`config.mk`:
```
export PLATFORM = sky130hd
export DESIGN_NAME = arbitro_memoria
export DESIGN_NICKNAME = d
export VERILOG_FILES = /design/src/rtl/arbitro_memoria.sv
export SDC_FILE = /design/constraint.sdc
export NUM_CORES = 1
export LEC_CHECK = 0
export CORE_UTILIZATION = 37
export DETAILED_ROUTE_END_ITERATION = 8
export PLACE_DENSITY = 0.83
export SETUP_SLACK_MARGIN = 0.5
export SLEW_MARGIN = 5
export SYNTH_ARGS = -nofsm -noshare
export SYNTH_HDL_FRONTEND = slang
export SYNTH_SLANG_ARGS = --single-unit
```
`constraint.sdc`:
```
create_clock -name clock -period 1.5 [get_ports clock]
set_input_delay 0.15 -clock clock [delete_from_list [all_inputs] [get_ports clock]]
set_output_delay 0.15 -clock clock [all_outputs]
set_load 0.01 [all_outputs]
```
`src/rtl/arbitro_memoria.sv`:
```
// Shared single-port memory arbiter for the IF (fetch) and MEM (data) pipeline ports.
// Data has priority; a starvation counter forces a fetch grant after STARVE_MAX data wins.
module arbitro_memoria #(
  parameter int ADDR_W     = 32,
  parameter int DATA_W     = 32,
  parameter int MEM_LAT    = 1,
  parameter int STARVE_MAX = 4
) (
  input  logic              clock,
  input  logic              reset,
  input  logic              i_req,
  input  logic [ADDR_W-1:0] i_addr,
  output logic [DATA_W-1:0] i_rdata,
  output logic              i_ack,
  input  logic              d_req,
  input  logic              d_we,
  input  logic [ADDR_W-1:0] d_addr,
  input  logic [DATA_W-1:0] d_wdata,
  output logic [DATA_W-1:0] d_rdata,
  output logic              d_ack,
  output logic [ADDR_W-1:0] mem_addr,
  output logic [DATA_W-1:0] mem_wdata,
  output logic              mem_rd,
  output logic              mem_wr,
  input  logic [DATA_W-1:0] mem_rdata,
  output logic              stall_if,
  output logic              stall_mem
);

  localparam logic [2:0] LAT_INIT     = 3'(MEM_LAT - 1);
  localparam logic [3:0] STARVE_MAX_C = 4'(STARVE_MAX);

  typedef enum logic [1:0] {IDLE, STROBE, WAIT, DONE} state_t;

  state_t              state_q, state_d;
  logic                gnt_data_q, gnt_data_d;
  logic                we_q, we_d;
  logic [2:0]          lat_cnt_q, lat_cnt_d;
  logic [3:0]          starve_cnt_q, starve_cnt_d;
  logic [ADDR_W-1:0]   mem_addr_q, mem_addr_d;
  logic [DATA_W-1:0]   mem_wdata_q, mem_wdata_d;
  logic                mem_rd_q, mem_rd_d;
  logic                mem_wr_q, mem_wr_d;
  logic                i_ack_q, i_ack_d;
  logic                d_ack_q, d_ack_d;
  logic [DATA_W-1:0]   i_rdata_q, i_rdata_d;
  logic [DATA_W-1:0]   d_rdata_q, d_rdata_d;
  logic                pick_data;

  always_comb begin
    state_d      = state_q;
    gnt_data_d   = gnt_data_q;
    we_d         = we_q;
    lat_cnt_d    = lat_cnt_q;
    starve_cnt_d = starve_cnt_q;
    mem_addr_d   = mem_addr_q;
    mem_wdata_d  = mem_wdata_q;
    mem_rd_d     = 1'b0;
    mem_wr_d     = 1'b0;
    i_ack_d      = 1'b0;
    d_ack_d      = 1'b0;
    i_rdata_d    = i_rdata_q;
    d_rdata_d    = d_rdata_q;
    pick_data    = d_req & ~(i_req & (starve_cnt_q == STARVE_MAX_C));

    case (state_q)
      IDLE: begin
        // The strobe is registered here so it is visible during the STROBE cycle.
        if (i_req | d_req) begin
          gnt_data_d = pick_data;
          state_d    = STROBE;
          if (pick_data) begin
            mem_addr_d  = d_addr;
            mem_wdata_d = d_wdata;
            we_d        = d_we;
            mem_rd_d    = ~d_we;
            mem_wr_d    = d_we;
            if (i_req && (starve_cnt_q != STARVE_MAX_C)) begin
              starve_cnt_d = starve_cnt_q + 4'd1;
            end else begin
              starve_cnt_d = starve_cnt_q;
            end
          end else begin
            mem_addr_d   = i_addr;
            we_d         = 1'b0;
            mem_rd_d     = 1'b1;
            starve_cnt_d = 4'd0;
          end
        end else begin
          state_d = IDLE;
        end
      end
      STROBE: begin
        lat_cnt_d = LAT_INIT;
        state_d   = WAIT;
      end
      WAIT: begin
        if (lat_cnt_q != 3'd0) begin
          lat_cnt_d = lat_cnt_q - 3'd1;
        end else begin
          if (!we_q) begin
            if (gnt_data_q) begin
              d_rdata_d = mem_rdata;
            end else begin
              i_rdata_d = mem_rdata;
            end
          end else begin
            d_rdata_d = d_rdata_q;
          end
          d_ack_d = gnt_data_q;
          i_ack_d = ~gnt_data_q;
          state_d = DONE;
        end
      end
      DONE: begin
        state_d = IDLE;
      end
      default: begin
        state_d = IDLE;
      end
    endcase
  end

  always_ff @(posedge clock) begin
    if (reset) begin
      state_q      <= IDLE;
      gnt_data_q   <= 1'b0;
      we_q         <= 1'b0;
      lat_cnt_q    <= 3'd0;
      starve_cnt_q <= 4'd0;
      mem_addr_q   <= '0;
      mem_wdata_q  <= '0;
      mem_rd_q     <= 1'b0;
      mem_wr_q     <= 1'b0;
      i_ack_q      <= 1'b0;
      d_ack_q      <= 1'b0;
      i_rdata_q    <= '0;
      d_rdata_q    <= '0;
    end else begin
      state_q      <= state_d;
      gnt_data_q   <= gnt_data_d;
      we_q         <= we_d;
      lat_cnt_q    <= lat_cnt_d;
      starve_cnt_q <= starve_cnt_d;
      mem_addr_q   <= mem_addr_d;
      mem_wdata_q  <= mem_wdata_d;
      mem_rd_q     <= mem_rd_d;
      mem_wr_q     <= mem_wr_d;
      i_ack_q      <= i_ack_d;
      d_ack_q      <= d_ack_d;
      i_rdata_q    <= i_rdata_d;
      d_rdata_q    <= d_rdata_d;
    end
  end

  assign mem_addr  = mem_addr_q;
  assign mem_wdata = mem_wdata_q;
  assign mem_rd    = mem_rd_q;
  assign mem_wr    = mem_wr_q;
  assign i_ack     = i_ack_q;
  assign d_ack     = d_ack_q;
  assign i_rdata   = i_rdata_q;
  assign d_rdata   = d_rdata_q;
  assign stall_if  = i_req & ~i_ack_q;
  assign stall_mem = d_req & ~d_ack_q;

endmodule

```
Word level (Yosys, flattened, before mapping)
Index checks and enable logic that the tools add are counted.
Widths: inputs -> output; s select.
{"block": "op_classes", "mux": 10, "n_eq_ne": 8, "add_sub_neg": 2, "bitwise_logic": 15, "n_reduce_logical": 12}
{"op": "$mux 32", "count": 1}
{"op": "$not 1->1", "count": 10}
{"op": "$mux 4", "count": 2}
{"op": "$pmux 2 s4", "count": 1}
{"op": "$reduce_and 4->1", "count": 2}
{"op": "$pmux 3 s2", "count": 1}
{"op": "$reduce_and 3->1", "count": 2}
{"op": "$reduce_or 3->1", "count": 2}
{"op": "$add 4x1->4 const B", "count": 1}
{"op": "$and 1x1->1", "count": 4}
{"op": "$eq 2x2->1 const B", "count": 2}
{"op": "$eq 4x3->1 const B", "count": 1}
{"op": "$ne 2x2->1 const B", "count": 2}
{"op": "$ne 4x3->1 const B", "count": 1}
{"op": "$reduce_and 2->1", "count": 2}
{"op": "$mux 1", "count": 3}
{"op": "$mux 3", "count": 1}
{"op": "$reduce_bool 3->1", "count": 1}
{"op": "$sub 3x1->3 const B", "count": 1}
{"op": "$eq 2x1->1 const B", "count": 1}
{"op": "$logic_not 2->1", "count": 1}
{"op": "$mux 2", "count": 1}
{"op": "$ne 2x1->1 const B", "count": 1}
{"op": "$reduce_bool 2->1", "count": 1}
{"op": "2 further kinds", "count": 2}
{"block": "totals", "register_bits": 143, "wordCells": 60}

Depth between registers and ports, before layout
{"block": "depth", "word_depth": 6, "depth_mapped": 8, "ltp_nobuf": 6}

Worst setup path after synthesis
OpenSTA, ideal clock, no wires.
{"block": "synth_timing", "path_type": "reg2reg", "startpoint": "reg starve_cnt_q[0]", "endpoint": "reg starve_cnt_q[3]", "stages_incl_launch_ff": 7, "period_less_slack_ps": 1629, "setup_time_ps": 74, "path_slack_ps": -129, "arrival_time_ps": 1554, "cell_sequence": "dfxtp_1 > inv_1 > ha_1 > and4b_4 > buf_6 > or4_1 > a31oi_1"}
{"block": "synth_between", "elab_chain_cells": 6, "elab_cells_between_ends": 11}
{"element": "from (decl)", "line_no": "39", "source": "logic [3:0] starve_cnt_q, starve_cnt_d;"}
{"element": "from (signal assigned)", "line_no": "144", "source": "starve_cnt_q <= starve_cnt_d;"}
{"element": "$eq 4x3->1", "line_no": "64", "source": "pick_data = d_req & ~(i_req & (starve_cnt_q == STARVE_MAX_C));"}
{"element": "$and 1x1->1", "line_no": "64"}
{"element": "$not 1->1", "line_no": "64"}
{"element": "$and 1x1->1", "line_no": "64"}
{"element": "$ne 2x1->1 (no line)"}
{"element": "$reduce_and 3->1 (no line)"}
Several ways; a longest one is shown, not always the timed one. The select of a mux whose other input is x is not followed.
A chain may end at the register's enable or synchronous reset.

Worst setup path in the final report
{"block": "layout_timing", "startpoint": "reg lat_cnt_q[0]", "endpoint": "reg i_rdata_q[21], in the netlist i_rdata[21]"}
{"block": "layout_between", "elab_chain_cells": 3}
{"element": "from (decl)", "line_no": "38", "source": "logic [2:0] lat_cnt_q, lat_cnt_d;"}
{"element": "from (signal assigned)", "line_no": "143", "source": "lat_cnt_q <= lat_cnt_d;"}
{"element": "$reduce_bool 3->1", "line_no": "98", "source": "if (lat_cnt_q != 3'd0) begin"}
{"element": "$not 1->1 (no line)"}
{"element": "$reduce_and 4->1 (no line)"}
{"element": "to (signal assigned)", "line_no": "151", "source": "i_rdata_q <= i_rdata_d;"}
{"element": "to (decl)", "line_no": "46", "source": "logic [DATA_W-1:0] i_rdata_q, i_rdata_d;"}
Every way passes these cells.

==> flow_summary_export.csv <==
group,metric,value,unit
layout,drive_gt1_frac,0.599,
layout,fin_area,12300,um^2
floorplan,row_count,45,
worst_hold_path,worstHoldStart,"d_req",
route,drc,0,
sta,fin_crit,1660,ps
sta,max_freq,602,MHz
power_and_ir_drop,vdd_ir_drop_max,0.000795,V
sta,fin_ws,-162,ps
floorplan,dieWidth,127,um
synthesis,ys_ff_latch,143,
power_and_ir_drop,p_total,13.5,mW
critical_path,path_delay_family,"buffers and inverters",
sta,rsz0062_at_grt,"yes",
critical_path,cp-endpoint,"i_rdata[21]",
outcome,status,"complete, but fails checks",
route,drt-total-wl,27.7,mm
floorplan,initial_core_util,0.379,
synthesis,syn_area_per_cell,8.14,um^2
floorplan,io_pins,267,
clocking,clk_pin_slew,70,ps
route,viasPerCell,5.69,
route,dr.pass1.iters,4,
place,hpwl,12.7,mm
critical_path,slowest_delay,320,ps
clocking,cts_root_buffer,"clkbuf_16",
global_route,grt_max_degree,74,
critical_path,cp_cell_sequence,"inv_2 -> ha_4 -> ha_4 -> nor4bb_4 -> buf_6 -> buf_6 -> nand2_1 -> a21oi_1",
layout,regArea,3050,um^2
critical_path,cp_num_buf_inv,3,
clocking,clk-insertion-delay-late,420,ps
critical_path,critPathSlowestCell,"dfxtp_2",
critical_path,startpoint,"lat_cnt_q[0]",
critical_path,cp_data_required_time,1830,ps
sta,hold_viol_final,0,
global_route,grt_pass1_vias,6654,
layout,multi_input_area,3770,um^2
synthesis,seq_area_frac_synth,0.494,
clocking,clockBufferDepth,2,
route,wire_per_inst,21.7,um
place,io_buffers,266,
sta,worst_pin_slew,425,ps
global_route,track_usage,0.282,
layout,final_util,0.807,
floorplan,core_area,15300,um^2
floorplan,die_y,127,um
clocking,clkSinkCount,143,
sta,timing.final.crit_share,1.11,
clocking,cts_inserted_buffers,17,
global_route,antenna_found_initial,0,
synthesis,syn_nets,852,
critical_path,critPathKind,"reg2reg",
critical_path,reg2reg_from,"lat_cnt_q[0]",
sta,finalSetupViolCount,105,
layout,finalNetCount,1190,
critical_path,cp_max_fo,8,
global_route,overflow,0,
critical_path,arrival,1990,ps
sta,skew,6.94,ps
floorplan,die-area,16200,um^2
clocking,cts_tree,"built",
power_and_ir_drop,p_leak,4.74,nW
critical_path,crit_cells,8,
place,place_congestion,0.836,
synthesis,syn_inst,711,
synthesis,synth_area,5790,um^2
route,dr_total_vias,7239,
layout,num_antenna_cells,0,
worst_hold_path,hp-class,"in2reg",
place,place_area,8910,um^2
synthesis,synth.distinct_cells,31,
sta,slew_headroom,0.716,
job,maxCapViolations,0,
power_and_ir_drop,p_per_area,1100,nW/um^2
route,drt_iter0_markers,473,
layout,areaGrowthSynthToFinish,113,%
critical_path,start_kind,"flop",
layout,final_cell_mix,"buf_6, clkdlybuf4s50_1, dfxtp_2",
critical_path,r2r-end,"i_rdata[21]",
sta,maxSlewViolCount,0,
layout,nFillCells,825,
synthesis,yosys_warnings,0,
clocking,cts_htree_levels,4,
critical_path,reg2reg_setup_slack,-160,ps
layout,layout_commonest_cell,"buf_6",
route,drt.antenna.violating_nets,0,
outcome,violations,"setup timing",
critical_path,end_kind,"flop",
critical_path,ff2ff_path_depth,8,
global_route,grt_pass1_wl,35.6,mm
==> synth_stat cells <==
cell type | number | area (um^2)
dfxtp_1 | 143 | 2860
nand2_1 | 138 | 518
a21oi_1 | 103 | 515
clkbuf_1 | 58 | 218
o21ai_0 | 37 | 185
nand3_1 | 35 | 175
nand4_1 | 35 | 219
nor2_1 | 35 | 131
a311oi_1 | 32 | 280
o31ai_1 | 32 | 240
buf_2 | 13 | 65.1
inv_1 | 9 | 33.8
ha_1 | 8 | 100
nand2b_1 | 4 | 25.0
nand4b_1 | 4 | 35.0
a31oi_1 | 3 | 18.8
buf_1 | 3 | 11.3
and2_1 | 2 | 12.5
buf_6 | 2 | 22.5
nor2b_1 | 2 | 12.5
nor3_1 | 2 | 10.0
nor3b_1 | 2 | 15.0
a21o_1 | 1 | 7.51
a32oi_1 | 1 | 8.76
and4b_1 | 1 | 10.0
and4b_4 | 1 | 13.8
nand3b_1 | 1 | 7.51
nand4bb_1 | 1 | 11.3
nor4bb_1 | 1 | 10.0
o21a_1 | 1 | 7.51
or4_1 | 1 | 7.51
==> flip-flops by register name (all words and copies together) (netlist names), 2 cells and up <==
| name | cells |
|---|---|
| d_rdata | 32 |
| lat_cnt_q | 3 |
| i_rdata | 32 |
| mem_addr | 32 |
| state_q | 2 |
| mem_wdata | 32 |
| starve_cnt_q | 4 |
==> worst min-delay path: stages <==
cell	delay, ps
buf_2	150
nand4_1	90
a21oi_1	70
==> power breakdown <==
group          internal [mW]  switching [mW]
clock                   3.04            1.83
sequential              4.26           0.317
combinational           2.09            1.96
total                   9.38            4.11
==> repair_timing <==
item	CTS	global route
gates cloned	18	6
pin swaps	88	117
hold buffers	0	0
resized for setup	382	655
setup buffers	29	38
setup endpoints to repair	277	277
==> worst min-delay path by stage <==
| stage | end | slack, ps | depth (start not counted) |
|---|---|---|---|
| after CTS | state_q[1] | 70 | 2 |
| after floorplan | i_rdata[10] | 290 | 2 |
| after global placement | i_rdata[0] | 440 | 2 |
| final | mem_wdata[7] | 100 | 3 |
| after global routing | mem_wdata[7] | 100 | 3 |
| after detailed placement | d_rdata[12] | 450 | 2 |
==> cell families after synthesis <==
group	Yosys count	share of synthesized area
and+or+nand+nor	265	0.210
buffers and inverters	85	0.0605
DFF	143	0.494
AOI/OAI and AO/OA	210	0.218
adders and majority gates	8	0.0173
==> per-stage QoR <==
stage / TNS, ps / setup slack [ps] / hold WS, ps / cells
floorplan: 0 / 85.4 / 286 / 711
global placement: -16980 / -294 / 438 / 1150
finish: -7100 / -162 / 98.5 / 1273
global route: -14660 / -254 / 104 / 1273
detailed placement: -20030 / -348 / 445 / 1150
CTS: -1730 / -53.3 / 65.1 / 1229
==> per-layer routing <==
metal,vias to the layer above,GRT usage,part of all wire
met5,-,0,0
met4,0,0.146,0.048
met3,101,0.0616,0.061
met2,399,0.490,0.52
met1,3517,0.327,0.38
li1,3222,-,-
==> layout make-up <==
class | count | area share
clock buffers | 18 | 0.0357
clock inverters | 14 | 0.0186
inverters | 9 | 0.00275
multi-input cells | 483 | 0.307
flip-flops and latches | 143 | 0.248
well taps | 211 | 0.0215
repair buffers | 395 | 0.367
(Power assumes the default switching activity.)
